--- src/rtl/pipelined_instruction_memory.sv ---
// Word-addressed instruction store between the fetch stage and the IF/ID register.
// After reset the block is in LOAD mode, where a boot loader fills the array and
// reads are suppressed. LoadDone switches it to RUN mode. In RUN mode the array is
// write-protected and serves one registered fetch per cycle, with stall and flush
// control on the output register.
module pipelined_instruction_memory #(
  parameter int                    DATA_WIDTH = 32,
  parameter int                    DEPTH      = 128,
  parameter int                    ADDR_WIDTH = 32,
  parameter logic [DATA_WIDTH-1:0] NOP_WORD   = 32'h00000000
) (
  input  logic                    clk,
  input  logic                    reset,
  input  logic [ADDR_WIDTH-1:0]   address,
  input  logic                    read_en,
  input  logic                    stall,
  input  logic                    flush,
  input  logic                    load_en,
  input  logic [ADDR_WIDTH-1:0]   load_addr,
  input  logic [DATA_WIDTH-1:0]   load_data,
  input  logic                    load_done,
  output logic [DATA_WIDTH-1:0]   instruction,
  output logic                    valid,
  output logic [1:0]              fault,
  output logic                    running,
  output logic [$clog2(DEPTH):0]  load_count,
  output logic                    load_err
);

  localparam int IDX_W = $clog2(DEPTH);
  localparam int CNT_W = IDX_W + 1;
  // One past the last valid byte address; anything at or above it is out of range.
  localparam logic [ADDR_WIDTH:0] MEM_BYTES = (ADDR_WIDTH + 1)'(DEPTH) << 2;
  localparam logic [CNT_W-1:0]    CNT_MAX   = CNT_W'(DEPTH);

  typedef enum logic {
    ST_LOAD = 1'b0,
    ST_RUN  = 1'b1
  } state_t;

  state_t state_reg;

  // Storage starts out as all bubbles; reset deliberately leaves it untouched so
  // a program survives a reset.
  logic [DATA_WIDTH-1:0] mem [DEPTH] = '{default: NOP_WORD};

  logic [DATA_WIDTH-1:0] instruction_reg;
  logic                  valid_reg;
  logic [1:0]            fault_reg;
  logic [CNT_W-1:0]      load_count_reg;
  logic                  load_err_reg;

  // Address decode for the fetch and loader ports. Byte-offset bits never index.
  logic [IDX_W-1:0] fetch_idx;
  logic             fetch_oor;
  logic             fetch_mis;
  logic [IDX_W-1:0] load_idx;
  logic             load_oor;
  logic             load_mis;
  logic             load_write;
  logic             load_reject;
  logic             run_mode;

  always_comb begin
    fetch_idx   = address[IDX_W+1:2];
    fetch_oor   = ({1'b0, address} >= MEM_BYTES);
    fetch_mis   = |address[1:0];
    load_idx    = load_addr[IDX_W+1:2];
    load_oor    = ({1'b0, load_addr} >= MEM_BYTES);
    load_mis    = |load_addr[1:0];
    run_mode    = (state_reg == ST_RUN);
    // A loader write lands only in LOAD mode at an aligned, in-range word.
    load_write  = !reset && load_en && !run_mode && !load_mis && !load_oor;
    // Everything else the loader attempts is refused and flagged.
    load_reject = load_en && (run_mode || load_mis || load_oor);
  end

  // Array write port, used only by the boot loader.
  always_ff @(posedge clk) begin
    if (load_write) begin
      mem[load_idx] <= load_data;
    end
  end

  // Registered read port: flush beats stall, stall holds, out-of-range reads a bubble.
  always_ff @(posedge clk) begin
    if (reset) begin
      instruction_reg <= NOP_WORD;
    end else if (!run_mode || flush) begin
      instruction_reg <= NOP_WORD;
    end else if (stall) begin
      instruction_reg <= instruction_reg;
    end else if (read_en && !fetch_oor) begin
      instruction_reg <= mem[fetch_idx];
    end else begin
      instruction_reg <= NOP_WORD;
    end
  end

  // Valid and fault qualifiers follow the same priority as the data register.
  always_ff @(posedge clk) begin
    if (reset || !run_mode || flush) begin
      valid_reg <= 1'b0;
      fault_reg <= 2'b00;
    end else if (stall) begin
      valid_reg <= valid_reg;
      fault_reg <= fault_reg;
    end else if (read_en) begin
      valid_reg <= 1'b1;
      fault_reg <= {fetch_oor, fetch_mis};
    end else begin
      valid_reg <= 1'b0;
      fault_reg <= 2'b00;
    end
  end

  // Mode FSM: LoadDone moves LOAD to RUN; only reset returns to LOAD.
  always_ff @(posedge clk) begin
    if (reset) begin
      state_reg <= ST_LOAD;
    end else begin
      case (state_reg)
        ST_LOAD: if (load_done) state_reg <= ST_RUN;
        ST_RUN:  state_reg <= ST_RUN;
        default: state_reg <= ST_LOAD;
      endcase
    end
  end

  // Loader bookkeeping: saturating accepted-write count and sticky rejection flag.
  always_ff @(posedge clk) begin
    if (reset) begin
      load_count_reg <= '0;
      load_err_reg   <= 1'b0;
    end else begin
      if (load_write && (load_count_reg != CNT_MAX)) begin
        load_count_reg <= load_count_reg + 1'b1;
      end
      if (load_reject) begin
        load_err_reg <= 1'b1;
      end
    end
  end

  assign instruction = instruction_reg;
  assign valid       = valid_reg;
  assign fault       = fault_reg;
  assign running     = (state_reg == ST_RUN);
  assign load_count  = load_count_reg;
  assign load_err    = load_err_reg;

endmodule

--- config.mk ---
export PLATFORM = sky130hd
export DESIGN_NAME = pipelined_instruction_memory
export DESIGN_NICKNAME = d
export VERILOG_FILES = /design/src/rtl/pipelined_instruction_memory.sv
export SDC_FILE = /design/constraint.sdc
export NUM_CORES = 2
export LEC_CHECK = 0
export CAP_MARGIN = 40
export CORE_MARGIN = 3
export CORE_UTILIZATION = 25
export DETAILED_ROUTE_END_ITERATION = 7
export GPL_TIMING_DRIVEN = 0
export PLACE_DENSITY = 0.46
export SLEW_MARGIN = 20
export SYNTH_ARGS = -nofsm -noshare
export SYNTH_HDL_FRONTEND = slang
export SYNTH_SLANG_ARGS = --single-unit
--- constraint.sdc ---
create_clock -name clk -period 4.1 [get_ports clk]
set_input_delay 0.41 -clock clk [delete_from_list [all_inputs] [get_ports clk]]
set_output_delay 0.41 -clock clk [all_outputs]
set_load 0.005 [all_outputs]
# Word level (Yosys, flattened, before mapping)
# Memories as Yosys holds them, arrays and structs flattened.
# Index checks and enable logic that the tools add are counted.
# word_totals
register_bits	45
mem_bits_rw	4096
inputBits	103
out_inout_bits	45
mem_count	1
# memory_table
memory	depth	word_bits	rd	rd_ports_with_merged_regs	wr	line_no	text
mem	128	32	1	0	1	45	logic [DATA_WIDTH-1:0] mem [DEPTH] = '{default: NOP_WORD};
# op_classes
addsub	1
n_lt_le_gt_ge	2
eq_ne	1
n_mux	7
bitwise	1
n_reduce_logical	20
# ops
op	n
greater-or-equal comparator 32 x 10 -> 1 bit (second input constant)	2
2-to-1 mux 32 bit	1
adder 8 x 1 -> 8 bit (second input constant)	1
inequality test 8 bit (second input constant)	1
logical AND 1 bit	7
OR reduction 2 bit	3
logical NOT 1 bit	5
logical OR 1 bit	5
2-to-1 mux 1 bit	4
2-to-1 mux 2 bit	1
case mux 1 bit (2 select lines)	1
NOT 1 bit	1

# Longest topological paths before layout
# depth
depth_word	7
mapped_depth	13
ltp_nobuf	7

# Worst setup path before layout
# Ideal clock, no wire load.
# synth_timing
path_kind	in2reg
from	input load_addr[28]
to	memory mem[107][0], enable pin
setup_ps	421
t_arrival_ps	3280
t_required_ps	3679
path_slack_ps	399
stages	7
n_path_buf	2
path_cell_list	nor4_1 -> nand4_1 -> nor4b_1 -> buf_2 -> nand4b_1 -> clkbuf_1 -> nor2_1
# synth_between
elab_chain_len	5
# synth_lines
item	line_no	text
start: declaration	19	input logic [ADDR_WIDTH-1:0] load_addr,
greater-or-equal comparator 32 x 10 -> 1 bit	69	load_oor = ({1'b0, load_addr} >= MEM_BYTES);
logical NOT 1 bit	73	load_write = !reset && load_en && !run_mode && !load_mis && !load_oor;
logical AND 1 bit	73	
2-to-1 mux 1 bit	80	if (load_write) begin
2-to-1 mux 1 bit (not written as such)	81	mem[load_idx] <= load_data;
end: declaration	45	
# Every way passes these cells.

# Worst setup path after layout
# layout_timing
from	input address[8]
to	register instruction_reg[20], in the netlist instruction[20]
# layout_between
elab_chain_len	4
# layout_lines
item	line_no	text
start: declaration	14	input logic [ADDR_WIDTH-1:0] address,
greater-or-equal comparator 32 x 10 -> 1 bit	66	fetch_oor = ({1'b0, address} >= MEM_BYTES);
logical NOT 1 bit	93	end else if (read_en && !fetch_oor) begin
logical AND 1 bit	93	
2-to-1 mux 32 bit (*)	93	
end signal: assignment	92	instruction_reg <= instruction_reg;
end signal: assignment	94	instruction_reg <= mem[fetch_idx];
end: declaration	47	logic [DATA_WIDTH-1:0] instruction_reg;
# Mark *: on every way between the ends. The rest lies on a longest branch, timed or not.
# A chain may end at the register's enable or synchronous reset.

==> qor.csv <==
stage,metric,value,unit
yosys,ys_seq_area_share,77.9,%
yosys,avgSynthCellArea,22.7,sq um
worst_setup_path,slowest_stage,buf_2,
drt,wl_met2,296000,um
place,numPortBuffers,141,
final_layout,fillers,60600,
place,gp_congestion,0.976,
place,pre_cts_ws,-2.17,ns
drt,routedWlPerCell,38.8,um
drt,dr.pass1.iters,8,
sta,worst_pin_slew,0.984,ns
power,p_comb_share,6.2,%
sta,grt_setup_unrepaired,yes,
sta,slew_headroom,34.2,%
worst_setup_path,cp-end-kind,register,
yosys,synth_area,0.159,sq mm
floorplan,rows,292,
drt,wl,655000,um
sta,setup_violations,22,
floorplan,die_x,804,um
final_layout,area_growth,22.8,%
sta,skew,0.0755,ns
drt,wl_met3,77300,um
sta,hold_viol_final,0,
power,clkPwrFrac,42.9,%
power,switchingPower,20800,uW
global_routing,grt_pass1_wl,842000,um
hold_path,hold_class,primary input to register,
floorplan,initial_utilization,25.1,%
power,p_per_area,467,mW/mm^2
power,finalPower,91300,uW
yosys,async_flop_share,0,%
drt,avgViaCountPerCell,5.15,
yosys,synth.distinct_cells,70,
clock_tree,cts_tree,built,
drt,drt_iter0_drc,14500,
worst_setup_path,r2r_start,running,
sta,fin_hold_ws,0.0648,ns
yosys,yosysTopAreaCell,edfxtp_1,
worst_setup_path,reg2reg_slack,0.03,ns
hold_path,min_from,read_en,
global_routing,first_global_vias,84400,
worst_setup_path,critical_path_required,5.06,ns
yosys,synth-edff-count,4096,
clock_tree,clkTransAtPathRegs,0.06,ns
clock_tree,cts_sinks,4141,
power,leakage,0.0600,uW
worst_setup_path,path_cells,clkdlybuf4s15_1 > buf_2 > buf_2 > buf_2 > buf_2 > clkbuf_2 > nand3_2 > nand4_1 > and3_1,
yosys,synth_nets,7115,
worst_setup_path,cp_max_fo,10,
final_layout,nNetsFinal,8171,
yosys,ys_ff_latch,4141,
drt,postRouteAntennaNets,0,
drt,top_layer,met5,
power,switching_share,22.8,%
yosys,ys.flop_type,edfxtp_1,
clock_tree,htreeDepth,5,
global_routing,grt.overflow.total,0,
global_routing,antenna_found_initial,119,
drt,num_vias,86800,
floorplan,die_area,0.646,sq mm
yosys,synthTopCellsByCount,"4096 x edfxtp_1, 1001 x mux4_2, 210 x nand2_1",
final_layout,layout-drive-gt1-share,31.3,%
yosys,postSynthCellCount,7010,
floorplan,pin_count,148,
clock_tree,cts_max_path_buffers,4,
run_status,violations,negative setup slack,
place,dp_hpwl,473000,um
power,sequentialPowerShare,50.9,%
yosys,synth_top_area_share,77.3,%
worst_setup_path,crit_path_start,address[8],
worst_setup_path,max_stage_delay,0.75,ns
power,vdd_drop_max,0.347,mV
yosys,synth.area.top_cells,"edfxtp_1 77%, mux4_2 14%, mux2i_1 1.3%",
drt,wl_met1,240000,um
run_status,outcome,finished with violations,
sta,setup_slack,-0.341,ns
worst_setup_path,crit_arrival,5.40,ns
worst_setup_path,crit_type,primary input to register,
drt,drc_errors,0,
clock_tree,cts_buffers,440,
clock_tree,insertion_delay,1.05,ns
final_layout,largest_reg_flops,4096,
yosys,yosys_warnings,0,
floorplan,placeableCoreArea,0.634,sq mm
sta,timing.fmax,0.225,GHz
clock_tree,root_buffer,clkbuf_16,
global_routing,grt_max_degree,109,
sta,report.final.slew_viol_count,0,
yosys,yosysMostFrequentCell,edfxtp_1,
sta,fin_crit,4.44,ns
sta,fin_crit_sh,108,%
floorplan,die-height,804,um
worst_setup_path,crit_path_start_kind,primary input,
job,cap_violations,0,
power,intPower,70500,uW
global_routing,track_usage,19.7,%
worst_setup_path,crit_path_frequent_cell,buf_2,
## power by group through the flow
stage	logic, uW	registers (uW)	clock network [uW]
final	5620	46500	39200
after global routing	5660	46500	41300
after CTS	5480	46500	39600
after detailed placement	5420	47400	0
after global placement	5060	47700	0
after floorplan	2120	47400	0
## layer usage
metal / vias up / global-route usage, %
li1: 32300 / -
met1: 47300 / 24.3
met2: 5842 / 30.6
met3: 1363 / 6.99
met4: 38 / 9.93
met5: - / 0.0520
## what timing repair did
action / 4_1_cts / 5_1_grt
hold endpoints to repair: 1568 / 0
pin swaps: 28 / 13
endpoints found under the setup margin: 1283 / 312
gates cloned: 0 / 0
hold buffers: 34 / 0
gates resized for setup: 37 / 12
setup buffers: 28 / 17
## cell type report
| type | instances | area, sq um | share of cell area, % |
|---|---|---|---|
| timing repair buffer | 614 | 10400 | 5.32 |
| multi-input combinational | 2481 | 33800 | 17.3 |
| inverter | 5 | 20.0 | 0.0102 |
| tap | 8379 | 10500 | 5.36 |
| clock inverter | 235 | 2300 | 1.18 |
| clock buffer | 564 | 11600 | 5.93 |
| sequential | 4141 | 124000 | 63.4 |
| antenna | 59 | 148 | 0.0755 |
| buffer | 383 | 2800 | 1.43 |
## critical path, delay by kind of cell
kind | cells | cell delay, ns
buf+inv | 6 | 3.78
simple gates | 3 | 1.10
## stage by stage
step / instance area, sq um / std cells / TNS [ns] / utilization (%)
floorplan: 159000 / 7010 / 0 / -
global placement: 171000 / 15500 / - / 27.0
detailed placement: 180000 / 15900 / -1344.55 / 28.5
CTS: 195000 / 16800 / 0 / 30.8
global route: 195000 / 16800 / -0.0364 / 30.8
finish: 195000 / 16900 / -2.74 / 30.9
## path summary, 6_finish.rpt
check | end | depth (start not counted)
worst max-delay path | instruction[20] | 9
worst min-delay path | valid | 3
worst max register to register | mem[28][26] | 9
worst min register to register | load_err | 2
## layout by cell type, fill, tap and decap left out, types with 37 or more instances in the layout
master / n
edfxtp_1: 4096
mux4_2: 1001
clkbuf_16: 443
nand2_1: 209
mux2i_1: 204
buf_12: 194
clkbuf_1: 151
buf_16: 137
buf_2: 136
buf_4: 129
nor2_4: 128
buf_6: 115
clkdlybuf4s50_1: 108
clkinv_1: 94
o22ai_1: 80
nand3_1: 76
a22oi_1: 68
clkinv_2: 68
nor2_1: 66
diode_2: 59
a21oi_1: 56
nor3_1: 52
dfxtp_1: 45
buf_8: 44
a211oi_1: 44
a221oi_1: 37
bufinv_16: 37
## kinds of logic after synthesis
family | count (synthesis) | synth area share (%)
xor gates and xnor gates | 7 | 0.0385
DFF | 4141 | 77.9
adders and majority gates | 2 | 0.0157
AOI/OAI and AO/OA | 443 | 2.02
buffers and inverters | 388 | 1.71
muxes | 1262 | 16.1
and+or+nand+nor | 767 | 2.31
No activity file was read; power rests on OpenSTA's default activity.
